--- src/rtl/clock_wait_pkg.sv ---
// Shared types and default widths for the bench-side cycle-wait responder.
package clock_wait_pkg;

    localparam int unsigned COUNT_W_DEF = 32;
    localparam int unsigned TAG_W_DEF   = 8;
    localparam int unsigned TIME_W_DEF  = 64;

    typedef enum logic [1:0] {
        IDLE  = 2'd0,
        COUNT = 2'd1,
        RESP  = 2'd2
    } state_e;

endpackage

--- src/rtl/clock_cycle_counter.sv ---
// Free-running edge counter since reset; wraps silently at 2^TIME_W.
module clock_cycle_counter #(
    parameter int unsigned TIME_W = 64
) (
    input  logic              clock,
    input  logic              reset,
    output logic [TIME_W-1:0] count
);

    always_ff @(posedge clock or posedge reset) begin
        if (reset) begin
            count <= '0;
        end else begin
            count <= count + TIME_W'(1);
        end
    end

endmodule

--- src/rtl/clock_wait_responder.sv ---
// Accepts a tagged "wait N cycles" request and answers with a timestamped
// completion max(N,1) edges after acceptance; abort cancels while counting.
module clock_wait_responder
    import clock_wait_pkg::*;
#(
    parameter int unsigned COUNT_W = COUNT_W_DEF,
    parameter int unsigned TAG_W   = TAG_W_DEF,
    parameter int unsigned TIME_W  = TIME_W_DEF
) (
    input  logic               clock,
    input  logic               reset,
    input  logic               req_valid,
    output logic               req_ready,
    input  logic [COUNT_W-1:0] req_cycles,
    input  logic [TAG_W-1:0]   req_tag,
    input  logic               abort,
    output logic               rsp_valid,
    input  logic               rsp_ready,
    output logic [TAG_W-1:0]   rsp_tag,
    output logic [TIME_W-1:0]  rsp_time,
    output logic [TIME_W-1:0]  cycle_count
);

    state_e             state_q;
    logic [COUNT_W-1:0] remaining_q;
    logic [TAG_W-1:0]   tag_q;
    logic [TAG_W-1:0]   rsp_tag_q;
    logic [TIME_W-1:0]  rsp_time_q;
    logic               req_ready_q;
    logic               rsp_valid_q;
    logic [TIME_W-1:0]  time_next;

    clock_cycle_counter #(
        .TIME_W (TIME_W)
    ) u_cycle_counter (
        .clock (clock),
        .reset (reset),
        .count (cycle_count)
    );

    // Value cycle_count will hold after the current edge.
    assign time_next = cycle_count + TIME_W'(1);

    always_ff @(posedge clock or posedge reset) begin
        if (reset) begin
            state_q     <= IDLE;
            remaining_q <= '0;
            tag_q       <= '0;
            rsp_tag_q   <= '0;
            rsp_time_q  <= '0;
            req_ready_q <= 1'b0;
            rsp_valid_q <= 1'b0;
        end else begin
            case (state_q)
                IDLE: begin
                    req_ready_q <= 1'b1;
                    if (req_valid && req_ready_q) begin
                        tag_q       <= req_tag;
                        remaining_q <= req_cycles;
                        req_ready_q <= 1'b0;
                        state_q     <= (req_cycles == '0) ? RESP : COUNT;
                    end
                end
                COUNT: begin
                    if (abort) begin
                        req_ready_q <= 1'b1;
                        state_q     <= IDLE;
                    end else if (remaining_q == COUNT_W'(1)) begin
                        rsp_valid_q <= 1'b1;
                        rsp_tag_q   <= tag_q;
                        rsp_time_q  <= time_next;
                        state_q     <= RESP;
                    end else begin
                        remaining_q <= remaining_q - COUNT_W'(1);
                    end
                end
                RESP: begin
                    // A zero-cycle request arrives here unarmed and raises
                    // rsp_valid one edge later, matching a one-cycle wait.
                    if (!rsp_valid_q) begin
                        rsp_valid_q <= 1'b1;
                        rsp_tag_q   <= tag_q;
                        rsp_time_q  <= time_next;
                    end else if (rsp_ready) begin
                        rsp_valid_q <= 1'b0;
                        req_ready_q <= 1'b1;
                        state_q     <= IDLE;
                    end
                end
                default: begin
                    state_q <= IDLE;
                end
            endcase
        end
    end

    assign req_ready = req_ready_q;
    assign rsp_valid = rsp_valid_q;
    assign rsp_tag   = rsp_tag_q;
    assign rsp_time  = rsp_time_q;

endmodule

--- config.mk ---
export PLATFORM = sky130hd
export DESIGN_NAME = clock_wait_responder
export DESIGN_NICKNAME = d
export VERILOG_FILES = /design/src/rtl/clock_wait_pkg.sv /design/src/rtl/clock_cycle_counter.sv /design/src/rtl/clock_wait_responder.sv
export SDC_FILE = /design/constraint.sdc
export NUM_CORES = 1
export LEC_CHECK = 0
export CAP_MARGIN = 20
export CELL_PAD_IN_SITES_DETAIL_PLACEMENT = 0
export CELL_PAD_IN_SITES_GLOBAL_PLACEMENT = 2
export CORE_AREA = 2 2 159 192
export CTS_CLUSTER_DIAMETER = 200
export DETAILED_ROUTE_END_ITERATION = 8
export DIE_AREA = 0 0 161 194
export PLACE_DENSITY_LB_ADDON = 0.2
export SLEW_MARGIN = 5
export SYNTH_ARGS = -nofsm -noshare
export SYNTH_HDL_FRONTEND = slang
export SYNTH_SLANG_ARGS = --single-unit
--- constraint.sdc ---
create_clock -name clock -period 5.9 [get_ports clock]
set_input_delay 1.475 -clock clock [delete_from_list [all_inputs] [get_ports clock]]
set_output_delay 1.475 -clock clock [all_outputs]
set_load 0.01 [all_outputs]
# Yosys cells after proc, flatten, opt, wreduce, memory -nomap -nowiden
# Index checks and enable logic that the tools add are counted.
[word_totals]
reg_bits = 180
wordCells = 63
out_inout_bits = 138
[op_classes]
n_eq_ne = 12
reduce_logical = 12
n_mux = 29
n_addsub = 2
[op_table]
columns = ["cell", "n"]
rows = [
  ["$mux 64", 3],
  ["$pmux 64 s2", 1],
  ["$mux 32", 3],
  ["$add 64x1->64 const B", 1],
  ["$pmux 32 s2", 1],
  ["$eq 32x1->1 const B", 1],
  ["$logic_not 32->1", 1],
  ["$sub 32x1->32 const B", 1],
  ["$mux 8", 3],
  ["$ne 2x2->1 const B", 8],
  ["$pmux 8 s2", 1],
  ["$reduce_and 4->1", 4],
  ["$mux 2", 6],
  ["$mux 1", 8],
  ["$pmux 2 s3", 1],
  ["$reduce_bool 2->1", 2],
  ["$ne 3x3->1 const B", 1],
  ["$pmux 1 s3", 1],
  ["$reduce_and 3->1", 1],
  ["$reduce_bool 3->1", 1],
  ["$eq 2x1->1 const B", 1],
  ["$eq 2x2->1 const B", 1],
  ["$logic_not 2->1", 1],
  ["$pmux 1 s2", 1],
  ["2 further kinds", 2],
]

# Depth between registers and ports, before layout
[logic_depth]
ltp_word = 4
mapped_depth = 9
depth_no_buf = 8

# By module
# Synthesis repeated with hierarchy kept, for this count alone.
[unflattened]
hier_cells = 1004
area_unflattened_um2 = 9619.2
[modules_own_cells]
columns = ["module", "area_each_um2", "n_inst", "cells_per_inst", "seq_area_each_um2"]
rows = [
  ["clock_wait_responder", 6546.3, 1, 730, 2902.8],
  ["clock_cycle_counter", 3072.9, 1, 274, 1601.5],
]

# Least setup slack after synthesis
# No wires, ideal clock.
[synth_path]
kind = "input port to flip-flop"
from = "in abort"
to = "reg rsp_tag_q[0] (netlist: rsp_tag[0])"
setup_time_ps = 125
arrival_time_ps = 2705
setup_slack_ps = 3070
t_required_ps = 5775
path_stages = 5
path_cell_list = "nand2b_1 > a211oi_1 > a21oi_1 > buf_2 > mux2_2"
[synth_via]
elab_chain_cells = 2
[synth_lines]
columns = ["element", "line", "rtl"]
rows = [
  ["from (decl)", "clock_wait_responder.sv:16", "input logic abort,"],
  ["$ne 2x2->1 (no line)", "n/a", ""],
  ["$reduce_and 4->1 (no line)", "n/a", ""],
  ["to (signal assigned)", "clock_wait_responder.sv:70", "rsp_tag_q <= tag_q;"],
  ["to (signal assigned)", "clock_wait_responder.sv:82", "rsp_tag_q <= tag_q;"],
  ["to (decl)", "clock_wait_responder.sv:27", "logic [TAG_W-1:0] rsp_tag_q;"],
]
# Every way passes these cells.
# A chain may end at the register's enable or synchronous reset.

# Worst setup path after layout
[layout_path]
from = "in req_valid"
to = "reg remaining_q[17]"
[layout_via]
elab_chain_cells = 3
[layout_lines]
columns = ["element", "line", "rtl"]
rows = [
  ["from (decl)", "clock_wait_responder.sv:12", "input logic req_valid,"],
  ["$logic_and 1x1->1", "clock_wait_responder.sv:57", "if (req_valid && req_ready_q) begin"],
  ["$ne 2x2->1 (no line)", "n/a", ""],
  ["$reduce_and 4->1 (no line)", "n/a", ""],
  ["to (signal assigned)", "clock_wait_responder.sv:59", "remaining_q <= req_cycles;"],
  ["to (signal assigned)", "clock_wait_responder.sv:74", "remaining_q <= remaining_q - COUNT_W'(1);"],
  ["to (decl)", "clock_wait_responder.sv:25", "logic [COUNT_W-1:0] remaining_q;"],
]
# Every way passes these cells.

==> flow_summary_export.csv <==
group,metric,value,unit
route,viasPerCell,4.952,
synth,ys_ff_latch,180,
global_routing,grt_usage,0.1630,
synth,syn_area_per_cell,11.19,um^2
worst_setup_path,path_max_fanout,17,
floorplan,pin_count,183,
clocking,cts_made_buffers,17,
placement,hpwl,17740,um
clocking,cts_root_buf,"clkbuf_16",
clocking,clkSlewWorstSetupHoldPaths,70,ps
floorplan,fp.dieW,161,um
route,wl_per_cell,18.56,um
min_path,min_from,"u_cycle_counter.count[63]",
global_routing,gr-total-overflow,0,
outcome,status,"finished clean",
layout,num_antenna_cells,0,
timing,clock.fmax,294.4,MHz
placement,gp_congestion,0.7970,
timing,slew_viol_final,0,
global_routing,antenna_found_initial,0,
global_routing,grt_pass1_vias,6819,
synth,synthCells,752,
worst_setup_path,crit_arrival,3760,ps
timing,setup_viol,0,
floorplan,initial_core_util,0.2866,
clocking,cts_tree,"built",
worst_setup_path,startpoint_type,"primary input",
min_path,whs_path_depth,1,
synth,yosysWarnings,0,
layout,fillers,2945,
layout,areaGrowthSynthToFinish,34.57,%
power_and_ir_drop,power.density,339.4,nW/um^2
layout,nets,984,
power_and_ir_drop,power,3.842,mW
placement,portBuffers,182,
synth,syn_nets,804,
layout,drive_above_1_share,0.1429,
synth,yosysTopAreaCell,"dfrtp_1",
job,drv_cap,0,
worst_setup_path,cp-end-kind,"register",
floorplan,fp-row-count,69,
layout,utilization,0.3856,
power_and_ir_drop,p_leak,4.746,nW
clocking,clock-sinks,180,
clocking,postCtsSetupBuffers,0,
worst_setup_path,regToRegStartpoint,"u_cycle_counter.count[0]",
worst_setup_path,r2r_cells,7,
timing,rsz0062_at_grt,"no",
timing,finalSetupTns,0,ps
synth,synthDominantCellAreaShare,0.5355,
floorplan,dieArea,31230,um^2
timing,fin_crit,3396,ps
floorplan,dieHeight,194,um
route,drtAntennaViolNets,0,
timing,slew_headroom,0.2908,
timing,finalHoldViolCount,0,
synth,ys.flop_type,"dfrtp_1",
clocking,hold_buffers,0,
synth,synth_area_leaders,"dfrtp_1, mux2_2, xnor2_1",
clocking,clockBufferDepth,2,
timing,tightest_slew,1064,ps
synth,ys_types,63,
worst_setup_path,required,6260,ps
clocking,cts_max_level,4,
timing,fin_crit_sh,0.5756,
worst_setup_path,reg2reg_slack,2830,ps
global_routing,grt_max_degree,181,
floorplan,core-area,29350,um^2
synth,netlist_area,8412,um^2
route,drc,0,
timing,fin_skew,16.67,ps
synth,synth_edf_count,0,
global_routing,grt_pass1_wl,39500,um
clocking,clk_latency,440,ps
route,dr.pass1.iters,5,
route,wl,24780,um
worst_setup_path,critPathKind,"in -> reg",
min_path,min_path_type,"reg -> reg",
worst_setup_path,r2r_end,"rsp_time[52]",
min_path,hold_path_end,"u_cycle_counter.count[63]",
route,vias,6611,
synth,async_flop_share,1.000,
synth,synth_seq_area_share,0.5355,
power_and_ir_drop,peakVddDrop,0.0002199,V
route,drt_iter0_markers,254,
clocking,post_cts_resized,0,
Yosys cell counts (all sizes together) (12+ instances only):
cell type  instances
xor2              29
nor2              62
nand3             37
inv               13
a21oi             13
xnor2             33
o21ai             25
clkbuf            15
nor4              31
buf               12
nand4             33
nand2             53
dfrtp            180
nor3              29
mux2              79
flip-flops by register name (all words and copies together), names as in the netlist:
signal	flops
rsp_valid	1
req_ready	1
remaining_q	32
rsp_time	64
state_q	2
tag_q	8
u_cycle_counter.count	64
rsp_tag	8
area by class of cell:
type / count / area, um^2 / area share
repair buffers: 188 / 1879 / 0.1660
clock inverters: 11 / 172.7 / 0.01525
multi-input cells: 531 / 3749 / 0.3312
flip-flops and latches: 180 / 4504 / 0.3979
clock buffers: 21 / 470.5 / 0.04156
well taps: 390 / 488.0 / 0.04311
inverters: 14 / 56.30 / 0.004974
placed cells by master, fill, tap and decap left out, types with 5 or more instances in the layout:
master	instances
ha_1	7
nor4_1	26
clkinvlp_4	5
o21ai_0	24
nor2_1	62
and4_1	6
mux2_1	5
a211oi_1	6
dfrtp_1	180
nor3_1	28
nand4_1	31
o22ai_1	6
inv_1	12
a21oi_1	12
nand3_1	36
clkdlybuf4s50_1	182
o311ai_0	7
nand2_1	52
and2_1	7
clkbuf_16	17
xnor2_1	31
and3_1	7
buf_4	5
xor2_1	29
or3_1	7
mux2_2	74
through the flow:
step                      setup WS, ps  cell area, um^2  cells  hold WS, ps
final                             2504            11320   1335        488.3
after global routing              2349            11320   1335        505.7
after CTS                         2510            11320   1335        493.7
after detailed placement          2055            10680   1303        478.5
after global placement            2082            10680   1303        462.2
after floorplan                   2116             8416    752        475.0
logic make-up after synthesis:
family | share of synthesized area
simple gates | 0.1926
flops | 0.5355
compound gates | 0.06798
mux | 0.1069
xor+xnor | 0.06634
buf+inv | 0.02023
fa+ha+maj | 0.01041
how the worst max path moves through the flow:
stage | startpoint | cells after the start | slack, ps | to
2_1_floorplan | reset | 1 | 2120 | remaining_q[0]
3_3_place_gp | abort | 6 | 2080 | rsp_time[51]
3_5_place_dp | abort | 6 | 2050 | rsp_tag[2]
4_1_cts | req_valid | 7 | 2510 | remaining_q[17]
5_1_grt | req_valid | 7 | 2350 | remaining_q[17]
6_report | req_valid | 7 | 2500 | remaining_q[17]
per-layer routing:
metal / wire length (um) / GRT usage / share of wire / up-vias
met5: 0 / 0 / 0 / -
met4: 340 / 0.04597 / 0.014 / 0
met3: 1102 / 0.03422 / 0.044 / 26
met2: 12250 / 0.2774 / 0.49 / 183
met1: 11090 / 0.2092 / 0.45 / 3281
li1: - / - / - / 3121
where the power goes:
part | switching, mW | total [mW] | internal (mW)
logic | 0.573 | 1.00 | 0.429
clock network | 0.500 | 1.24 | 0.745
registers | 0.174 | 1.59 | 1.42
total | 1.25 | 3.84 | 2.60
worst max-delay path, stage by stage:
cell,delay (ps)
clkdlybuf4s50_1,490
nand2_1,90
and2_1,200
nor2_1,260
nand2_1,500
or4_1,640
nand3_1,100
No activity file was read; power rests on OpenSTA's default activity.
